--- src/rtl/fano_pkg.sv ---
// Shared definitions for the K=7 convolutional encoder / Fano decoder pair:
// code-rate encoding, puncture period lengths and emit masks, and the
// default generator polynomials.
package fano_pkg;

    typedef enum logic [1:0] {
        RATE_1_2 = 2'd0,
        RATE_2_3 = 2'd1,
        RATE_3_4 = 2'd2,
        RATE_7_8 = 2'd3
    } code_rate_t;

    localparam logic [6:0] G1_DEF = 7'o171;
    localparam logic [6:0] G2_DEF = 7'o133;

    // Emit masks: bit p set means the X (or Y) bit is sent at phase p.
    localparam logic [6:0] PX_1_2 = 7'b0000001;
    localparam logic [6:0] PY_1_2 = 7'b0000001;
    localparam logic [6:0] PX_2_3 = 7'b0000001;
    localparam logic [6:0] PY_2_3 = 7'b0000011;
    localparam logic [6:0] PX_3_4 = 7'b0000101;
    localparam logic [6:0] PY_3_4 = 7'b0000011;
    localparam logic [6:0] PX_7_8 = 7'b1010001;
    localparam logic [6:0] PY_7_8 = 7'b0101111;

    function automatic logic [2:0] period_len(input code_rate_t r);
        case (r)
            RATE_1_2: return 3'd1;
            RATE_2_3: return 3'd2;
            RATE_3_4: return 3'd3;
            default:  return 3'd7;
        endcase
    endfunction

    function automatic logic [6:0] px_mask(input code_rate_t r);
        case (r)
            RATE_1_2: return PX_1_2;
            RATE_2_3: return PX_2_3;
            RATE_3_4: return PX_3_4;
            default:  return PX_7_8;
        endcase
    endfunction

    function automatic logic [6:0] py_mask(input code_rate_t r);
        case (r)
            RATE_1_2: return PY_1_2;
            RATE_2_3: return PY_2_3;
            RATE_3_4: return PY_3_4;
            default:  return PY_7_8;
        endcase
    endfunction

endpackage

--- src/rtl/bit_fifo_var.sv ---
// Shift-register bit FIFO: entry 0 is the oldest bit. Accepts 0..2 bits
// per cycle and releases either none or two. Bits popped in a cycle are
// always the ones that were stored before that cycle's push.
module bit_fifo_var #(
    parameter int BUF_W = 16
) (
    input  logic                         clk,
    input  logic                         reset,
    input  logic [1:0]                   push_n,
    input  logic [1:0]                   push_bits,
    input  logic                         pop,
    output logic [1:0]                   head,
    output logic [$clog2(BUF_W+1)-1:0]   count,
    output logic                         room
);

    localparam int CNT_W = $clog2(BUF_W + 1);
    localparam logic [CNT_W-1:0] ROOM_MAX = CNT_W'(BUF_W - 2);

    logic [BUF_W-1:0] mem;
    logic [BUF_W-1:0] shifted;
    logic [BUF_W-1:0] mem_nxt;
    logic [CNT_W-1:0] base;
    logic [CNT_W-1:0] count_nxt;

    assign head = mem[1:0];

    // Next storage image: drop two on pop, then append new bits after the survivors.
    always_comb begin
        shifted   = pop ? {2'b00, mem[BUF_W-1:2]} : mem;
        base      = count - (pop ? CNT_W'(2) : CNT_W'(0));
        count_nxt = base + CNT_W'(push_n);
        mem_nxt   = shifted;
        for (int i = 0; i < BUF_W; i++) begin
            if ((push_n != 2'd0) && (CNT_W'(i) == base))
                mem_nxt[i] = push_bits[0];
            if ((push_n == 2'd2) && (CNT_W'(i) == base + CNT_W'(1)))
                mem_nxt[i] = push_bits[1];
        end
    end

    // Storage bits carry no reset; count alone defines what is valid.
    always_ff @(posedge clk) begin
        mem <= mem_nxt;
    end

    // Occupancy and the registered "room for two more bits" flag.
    always_ff @(posedge clk) begin
        if (reset) begin
            count <= '0;
            room  <= 1'b0;
        end else begin
            count <= count_nxt;
            room  <= (count_nxt <= ROOM_MAX);
        end
    end

endmodule

--- src/rtl/conv_encoder.sv ---
// Rate-1/2 K=7 convolutional encoder with puncturing, optional
// differential precoding and per-rail BPSK (QPSK) mapping. Coded bits are
// buffered and released two at a time, one symbol per request strobe.
module conv_encoder
    import fano_pkg::*;
#(
    parameter int         IQ_WIDTH = 10,
    parameter int         AMP      = 256,
    parameter logic [6:0] G1       = G1_DEF,
    parameter logic [6:0] G2       = G2_DEF,
    parameter int         BUF_W    = 16
) (
    input  logic                       clk,
    input  logic                       reset,
    input  logic [1:0]                 i_code_rate,
    input  logic                       i_diff_en,
    input  logic                       i_vld,
    input  logic                       i_data,
    output logic                       o_rdy,
    input  logic                       i_sym_req,
    output logic                       o_vld,
    output logic signed [IQ_WIDTH-1:0] o_data_I,
    output logic signed [IQ_WIDTH-1:0] o_data_Q,
    output logic                       o_underflow
);

    localparam int CNT_W = $clog2(BUF_W + 1);
    localparam logic signed [IQ_WIDTH-1:0] AMP_S = IQ_WIDTH'(AMP);

    function automatic logic signed [IQ_WIDTH-1:0] map_bit(input logic b);
        return b ? -AMP_S : AMP_S;
    endfunction

    function automatic logic parity7(input logic [6:0] g, input logic [6:0] v);
        return ^(g & v);
    endfunction

    logic [5:0]       sr;
    logic             d_prev;
    logic [2:0]       phase;
    code_rate_t       rate_q;

    logic             accept_p0;
    logic             d_p0;
    code_rate_t       rate_eff_p0;
    logic [2:0]       len_p0;
    logic [6:0]       mx_p0;
    logic [6:0]       my_p0;
    logic [6:0]       taps_p0;
    logic             x_p0;
    logic             y_p0;
    logic             emit_x_p0;
    logic             emit_y_p0;
    logic [1:0]       push_n_p0;
    logic [1:0]       push_bits_p0;
    logic             pop_p0;
    logic             underflow_p0;
    logic [1:0]       head;
    logic [CNT_W-1:0] count;

    // Stage p0: precode, encode, puncture and decide push/pop for this cycle.
    // The tap vector puts the current bit at position 6 and the bit delayed
    // by k at position 6-k, so sr[0] (newest) lands on tap 5.
    always_comb begin
        accept_p0   = i_vld & o_rdy;
        d_p0        = i_diff_en ? (i_data ^ d_prev) : i_data;
        rate_eff_p0 = (phase == 3'd0) ? code_rate_t'(i_code_rate) : rate_q;
        len_p0      = period_len(rate_eff_p0);
        mx_p0       = px_mask(rate_eff_p0);
        my_p0       = py_mask(rate_eff_p0);
        taps_p0     = '0;
        taps_p0[6]  = d_p0;
        for (int k = 0; k < 6; k++)
            taps_p0[5-k] = sr[k];
        x_p0         = parity7(G1, taps_p0);
        y_p0         = parity7(G2, taps_p0);
        emit_x_p0    = accept_p0 & mx_p0[phase];
        emit_y_p0    = accept_p0 & my_p0[phase];
        push_n_p0    = {1'b0, emit_x_p0} + {1'b0, emit_y_p0};
        push_bits_p0 = emit_x_p0 ? {y_p0, x_p0} : {1'b0, y_p0};
        pop_p0       = i_sym_req & (count >= CNT_W'(2));
        underflow_p0 = i_sym_req & ~pop_p0;
    end

    // Encoder state advances only on an accepted bit; rate latches at phase 0.
    always_ff @(posedge clk) begin
        if (reset) begin
            sr     <= '0;
            d_prev <= 1'b0;
            phase  <= 3'd0;
            rate_q <= RATE_1_2;
        end else if (accept_p0) begin
            sr     <= {sr[4:0], d_p0};
            d_prev <= d_p0;
            phase  <= (phase == len_p0 - 3'd1) ? 3'd0 : phase + 3'd1;
            if (phase == 3'd0)
                rate_q <= rate_eff_p0;
        end
    end

    bit_fifo_var #(
        .BUF_W(BUF_W)
    ) u_fifo (
        .clk      (clk),
        .reset    (reset),
        .push_n   (push_n_p0),
        .push_bits(push_bits_p0),
        .pop      (pop_p0),
        .head     (head),
        .count    (count),
        .room     (o_rdy)
    );

    // Stage p1: map popped bit pair to a symbol; samples hold between symbols.
    always_ff @(posedge clk) begin
        if (reset) begin
            o_vld       <= 1'b0;
            o_underflow <= 1'b0;
            o_data_I    <= '0;
            o_data_Q    <= '0;
        end else begin
            o_vld       <= pop_p0;
            o_underflow <= underflow_p0;
            if (pop_p0) begin
                o_data_I <= map_bit(head[0]);
                o_data_Q <= map_bit(head[1]);
            end
        end
    end

endmodule
--- config.mk ---
export PLATFORM = sky130hd
export DESIGN_NAME = conv_encoder
export DESIGN_NICKNAME = d
export VERILOG_FILES = /design/src/rtl/fano_pkg.sv /design/src/rtl/bit_fifo_var.sv /design/src/rtl/conv_encoder.sv
export SDC_FILE = /design/constraint.sdc
export NUM_CORES = 1
export LEC_CHECK = 0
export BUFFER_PORTS_ARGS = -buffer_cell sky130_fd_sc_hd__clkbuf_2
export CORE_ASPECT_RATIO = 1.75
export CORE_MARGIN = 2
export CORE_UTILIZATION = 38
export DETAILED_ROUTE_END_ITERATION = 8
export SLEW_MARGIN = 15
export SYNTH_ARGS = -nofsm -noshare
export SYNTH_HDL_FRONTEND = slang
export SYNTH_SLANG_ARGS = --single-unit
--- constraint.sdc ---
create_clock -name clk -period 6.42 [get_ports clk]
set_input_delay 0.642 -clock clk [delete_from_list [all_inputs] [get_ports clk]]
set_output_delay 0.642 -clock clk [all_outputs]
set_load 0.005 [all_outputs]
# Word level (Yosys, flattened, before mapping)
# Cells that the tools add are included.
[classes]
addsub = 6
order_cmp = 3
n_eq_ne = 34
muxes = 47
bitwise_logic = 7
n_reduce_logical = 58
[op_table]
columns = ["cell", "n"]
rows = [
  ["4-bit by 5-bit == test with 1-bit output, first input constant", 16],
  ["3-bit nonzero test", 16],
  ["3-bit by 5-bit == test with 1-bit output, first input constant", 8],
  ["1-bit 2-to-1 mux", 35],
  ["1-bit logical AND", 32],
  ["2-bit by 5-bit == test with 1-bit output, first input constant", 4],
  ["10-bit 2-to-1 mux", 2],
  ["16-bit 2-to-1 mux", 1],
  ["7-bit one-hot mux with 2 select lines", 1],
  ["7-bit XOR reduction", 2],
  ["6-bit one-hot mux with 2 select lines", 1],
  ["1-bit by 5-bit == test with 1-bit output, first input constant", 2],
  ["5-bit logical NOT", 2],
  ["3-bit one-hot mux with 3 select lines", 1],
  ["1-bit binary-select mux with 3-bit select", 2],
  ["2-bit 2-to-1 mux", 3],
  ["5-bit by 1-bit adder with 5-bit output, second input constant", 1],
  ["5-bit by 2-bit adder with 5-bit output", 1],
  ["1-bit AND", 5],
  ["5-bit by 2-bit greater-or-equal comparator with 1-bit output, second input constant", 1],
  ["5-bit by 4-bit less-or-equal comparator with 1-bit output, second input constant", 1],
  ["5-bit subtractor", 1],
  ["2-bit == test, second input constant", 2],
  ["3-bit by 4-bit < comparator with 1-bit output, second input constant", 1],
  ["13 further kinds", 14],
]
[totals]
reg_bits = 56
in_bits = 8
out_inout_bits = 23
wordCells = 181

# Longest topological paths before layout
[depth]
depth_word = 13
mapped_depth = 16
mapped_depth_nobuf = 15

# Hierarchy
# A second synthesis with hierarchy kept.
[hier_totals]
cells_unflattened = 272
hier_area_um2 = 2399.8
[by_module_without_submodules]
columns = ["mod", "n_inst", "cells_each", "area_each_um2", "seq_area_each_um2"]
rows = [
  ["bit_fifo_var", 1, 152, 1403.8, 600.6],
  ["conv_encoder", 1, 120, 996.0, 320.3],
]

# Least setup slack after synthesis
# No wires, ideal clock.
[synth_path]
kind = "register to register"
start = "register u_fifo.count[3]"
end = "register u_fifo.mem[13], data pin"
setup_time_ns = 0.152
arrival_time_ns = 3.405
required_time_ns = 6.268
setup_slack_ns = 2.863
stages_incl_launch_ff = 16
n_path_buf = 1
period_less_slack_ns = 3.557
cell_sequence = "dfxtp_1 or4_1 nand2_1 inv_1 ha_1 ha_1 clkbuf_1 nand2b_1 nor2_1 ha_1 nand2_1 nor3_1 a41o_1 a21oi_1 a31o_1 a31oi_1"
[synth_between]
elab_chain_len = 8
word_cells_on_any_way = 11
classes_between = "2 x add/sub; 1 x order compare; 2 x eq/ne; 3 x mux; 1 x bitwise; 2 x reduce/logical"
[synth_lines]
columns = ["item", "line", "rtl"]
rows = [
  ["start: declaration", "bit_fifo_var.sv:13", "output logic [$clog2(BUF_W+1)-1:0] count,"],
  ["start signal: assignment", "bit_fifo_var.sv:53", "count <= count_nxt;"],
  ["5-bit by 2-bit greater-or-equal comparator with 1-bit output (*)", "conv_encoder.sv:81", "pop_p0 = i_sym_req & (count >= CNT_W'(2));"],
  ["1-bit AND (*)", "conv_encoder.sv:81", ""],
  ["named net pop_p0", "conv_encoder.sv:56", "logic pop_p0;"],
  ["2-bit 2-to-1 mux (*)", "bit_fifo_var.sv:31", "base = count - (pop ? CNT_W'(2) : CNT_W'(0));"],
  ["5-bit subtractor (*)", "bit_fifo_var.sv:31", ""],
  ["5-bit by 1-bit adder with 5-bit output / 4-bit by 5-bit == test with 1-bit output (equally long branches)", "bit_fifo_var.sv:37, bit_fifo_var.sv:35", ""],
  ["4-bit by 5-bit == test with 1-bit output / 1-bit logical AND (equally long branches)", "bit_fifo_var.sv:37, bit_fifo_var.sv:35", ""],
  ["1-bit logical AND / 1-bit 2-to-1 mux (equally long branches)", "bit_fifo_var.sv:37, bit_fifo_var.sv:35", ""],
  ["1-bit 2-to-1 mux (*)", "bit_fifo_var.sv:37", "if ((push_n == 2'd2) && (CNT_W'(i) == base + CNT_W'(1)))"],
  ["named net u_fifo.mem_nxt[13]", "bit_fifo_var.sv:22", "logic [BUF_W-1:0] mem_nxt;"],
  ["end signal: assignment", "bit_fifo_var.sv:44", "mem <= mem_nxt;"],
  ["end: declaration", "bit_fifo_var.sv:20", "logic [BUF_W-1:0] mem;"],
]
# Mark *: on every way through the listed nets, which the timed path passes. The rest lies on a longest branch.
# A chain may end at the register's enable or synchronous reset.

# Final worst setup path
# Same ends and word-level chain as after synthesis.

==> results.sh <==
export IMPL_path_cells="or4_1, nand2_1, inv_1, ha_1, nor3b_1, xnor2_1, ha_1, nand2_1, nor3_1, a41o_1, a21oi_1, a31o_1, a31oi_1"
export IMPL_io_buffers=14
export IMPL_cp_required_ns=6.57
export IMPL_track_usage=0.166
export IMPL_drcViolationCount=0
export IMPL_ant_nets=0
export IMPL_cap_viol_max_count=0
export IMPL_initial_core_util=0.397
export IMPL_wire_per_inst_um=14.5
export IMPL_postCtsSetupRepairBufs=0
export IMPL_grt_max_degree=23
export IMPL_ys_ff_latch=38
export IMPL_rsz0062_at_grt="false"
export IMPL_ioPinCount=31
export IMPL_peakVddDrop_mv=0.164
export IMPL_p_leak_nw=1.03
export IMPL_synth_edff_count=16
export IMPL_seq_area_um2=921
export IMPL_dr_first_iter_drc_count=108
export IMPL_wl_mm=5.60
export IMPL_slew_viol_final=0
export IMPL_path_clk_slew_ns=0.08
export IMPL_ctsHoldBuffers=0
export IMPL_period_share=0.702
export IMPL_synthArstFlopShare=0
export IMPL_holdPathEnd="o_data_I[9]"
export IMPL_clock_root_buffer="clkbuf_8"
export IMPL_grt_overflow=0
export IMPL_dpl_cell_area_mm2=0.00250
export IMPL_cts_path_max_buffers=2
export IMPL_antenna_cells=0
export IMPL_hold_viol=0
export IMPL_core_mm2=0.00623
export IMPL_grt_pass1_wl_mm=9.27
export IMPL_yosysWarningCount=0
export IMPL_crit_arrival_ns=4.65
export IMPL_cp_slowest_cell="xnor2_1"
export IMPL_final_cell_mix="nand2_1 (54), a21oi_1 (28), nor2_1 (25)"
export IMPL_skew_ns=0.00901
export IMPL_fill_cells=638
export IMPL_via_per_inst=5.34
export IMPL_multi_input_area_mm2=0.00138
export IMPL_grt_pass1_vias=2014
export IMPL_hold_start="o_data_I[9]"
export IMPL_layout_nets=323
export IMPL_dp_cells=378
export IMPL_ctsResizeCount=0
export IMPL_period_minus_slack_ns=4.51
export IMPL_status="complete, no violations"
export IMPL_drt_pass1_iter_count=5
export IMPL_clkSinkCount=38
export IMPL_end_kind="flop"
export IMPL_antenna_found_initial=0
export IMPL_max_stage_delay_ns=0.72
export IMPL_clkLatencyLatePin_ns=0.30
export IMPL_tritoncts="built"
export IMPL_yosys_most_used_dff="dfxtp_1"
export IMPL_path_max_fanout=19
export IMPL_slew_headroom=0.391
export IMPL_instances_no_fill=386
export IMPL_die_area_mm2=0.00720
export IMPL_post_route_cell_area_mm2=0.00263
export IMPL_hold_path_depth=2
export IMPL_startpoint_type="flop"
export IMPL_reg2reg_to="u_fifo.mem[13]"
export IMPL_max_slew_worst_pin_slew_ns=0.906
export IMPL_synth_area_mm2=0.00247
export IMPL_drive_gt1_frac=0.0882
export IMPL_place_congestion=0.800
export IMPL_rows=38
export IMPL_fmax_ghz=0.222
export IMPL_setup_viol=0
export IMPL_layout_commonest_cell="nand2_1"
export IMPL_reg2reg_from="u_fifo.count[3]"
export IMPL_crit_type="reg2reg"
export IMPL_ys_seq_area_frac=0.372
export IMPL_die_w_um=65.0
export IMPL_syn_area_per_cell_um2=8.22
export IMPL_synth_distinct_cells=48
export IMPL_power_density_mw_per_mm2=445
export IMPL_r2r_slack_ns=1.91
export IMPL_cts_buffers=5
export IMPL_htree_levels=2
export IMPL_reg2reg_depth=13
export IMPL_tns_ns=0
export IMPL_hold_path_class="reg2reg"
export IMPL_num_vias=2060
export IMPL_dp_hpwl_mm=4.27
export IMPL_die_y_um=111
export IMPL_area_delta_synth_final_pct=6.47
export IMPL_syn_inst=301
worst max-delay path by stage:
stage	from	to	slack (ns)	cells after the start
2_1_floorplan	u_fifo.count[3]	u_fifo.mem[13]	2.86	15
3_3_place_gp	u_fifo.count[3]	u_fifo.mem[13]	2.10	13
3_5_place_dp	u_fifo.count[3]	u_fifo.mem[13]	1.88	13
4_1_cts	u_fifo.count[3]	u_fifo.mem[13]	1.88	13
5_1_grt	u_fifo.count[3]	u_fifo.mem[13]	1.48	13
6_report	u_fifo.count[3]	u_fifo.mem[13]	1.91	13
critical path, delay by kind of cell (launching register included):
family / cells / cell delay [ns]
and+or+nand+nor: 5 / 1.72
DFF: 1 / 0.35
xor gates and xnor gates: 1 / 0.72
AOI/OAI and AO/OA: 4 / 0.79
buffers and inverters: 1 / 0.22
adders and majority gates: 2 / 0.56
Yosys cell counts (all sizes together), types with 2 or more instances:
cell type | instances | share of area
edfxtp | 16 | 0.19
mux2i | 4 | 0.018
nor3b | 2 | 0.0061
nor2b | 5 | 0.013
clkbuf | 13 | 0.020
a211oi | 3 | 0.0091
o21ai | 10 | 0.022
nand4 | 7 | 0.018
nor3 | 9 | 0.018
xnor2 | 6 | 0.021
a21oi | 28 | 0.057
nor2 | 25 | 0.038
inv | 9 | 0.014
buf | 19 | 0.061
nand2 | 54 | 0.082
a31o | 4 | 0.014
o32ai | 5 | 0.018
xor2 | 4 | 0.017
nand2b | 3 | 0.0076
nand3 | 10 | 0.020
and2 | 5 | 0.013
dfxtp | 22 | 0.18
a31oi | 9 | 0.023
nand3b | 2 | 0.0061
ha | 9 | 0.046
power breakdown:
part	switching, W	leakage [nW]	internal [W]
clock	0.0000957	0.0665	0.000140
combinational	0.000378	0.632	0.000174
sequential	0.0000436	0.330	0.000341
state kept, by name (all words and copies together) (netlist names):
signal,flops
o_vld,1
o_data_Q,1
u_fifo.mem,16
u_fifo.room,1
rate_q,2
o_data_I,2
phase,3
o_underflow,1
u_fifo.count,5
sr,6
layer usage:
metal  GRT usage  wire (µm)
met2       0.313       3130
met3      0.0264        161
met4      0.0738        121
met1       0.172       2180
met5           0          0
cell type report:
type,instances,area share
clock inverters,2,0.0147
well taps,80,0.0380
inverters,9,0.0128
clock buffers,6,0.0356
multi-input cells,237,0.523
repair buffers,14,0.0266
flip-flops and latches,38,0.350
cell families (layout without fill, tap and decap cells):
| group | count (synthesis) | after routing | share of synthesized area |
|---|---|---|---|
| XOR/XNOR | 11 | 11 | 0.0481 |
| multiplexers | 4 | 4 | 0.0177 |
| AO/OA/AOI/OAI | 69 | 69 | 0.177 |
| other | 1 | 16 | 0.00152 |
| AND/OR/NAND/NOR | 127 | 127 | 0.236 |
| flip-flops | 38 | 38 | 0.372 |
| buffers and inverters | 41 | 31 | 0.0941 |
| adder cells (fa/ha/maj) | 10 | 10 | 0.0536 |
stage by stage:
step / worst slack (ns) / power (W) / utilization / hold slack, ns
floorplan: 2.86 / 0.000817 / - / 0.432
global placement: 2.10 / 0.000934 / 0.402 / 0.448
detailed placement: 1.88 / 0.000944 / 0.402 / 0.463
CTS: 1.88 / 0.00118 / 0.423 / 0.475
global route: 1.48 / 0.00126 / 0.423 / 0.502
finish: 1.91 / 0.00117 / 0.423 / 0.472
Power figures use the tool's default switching activity.
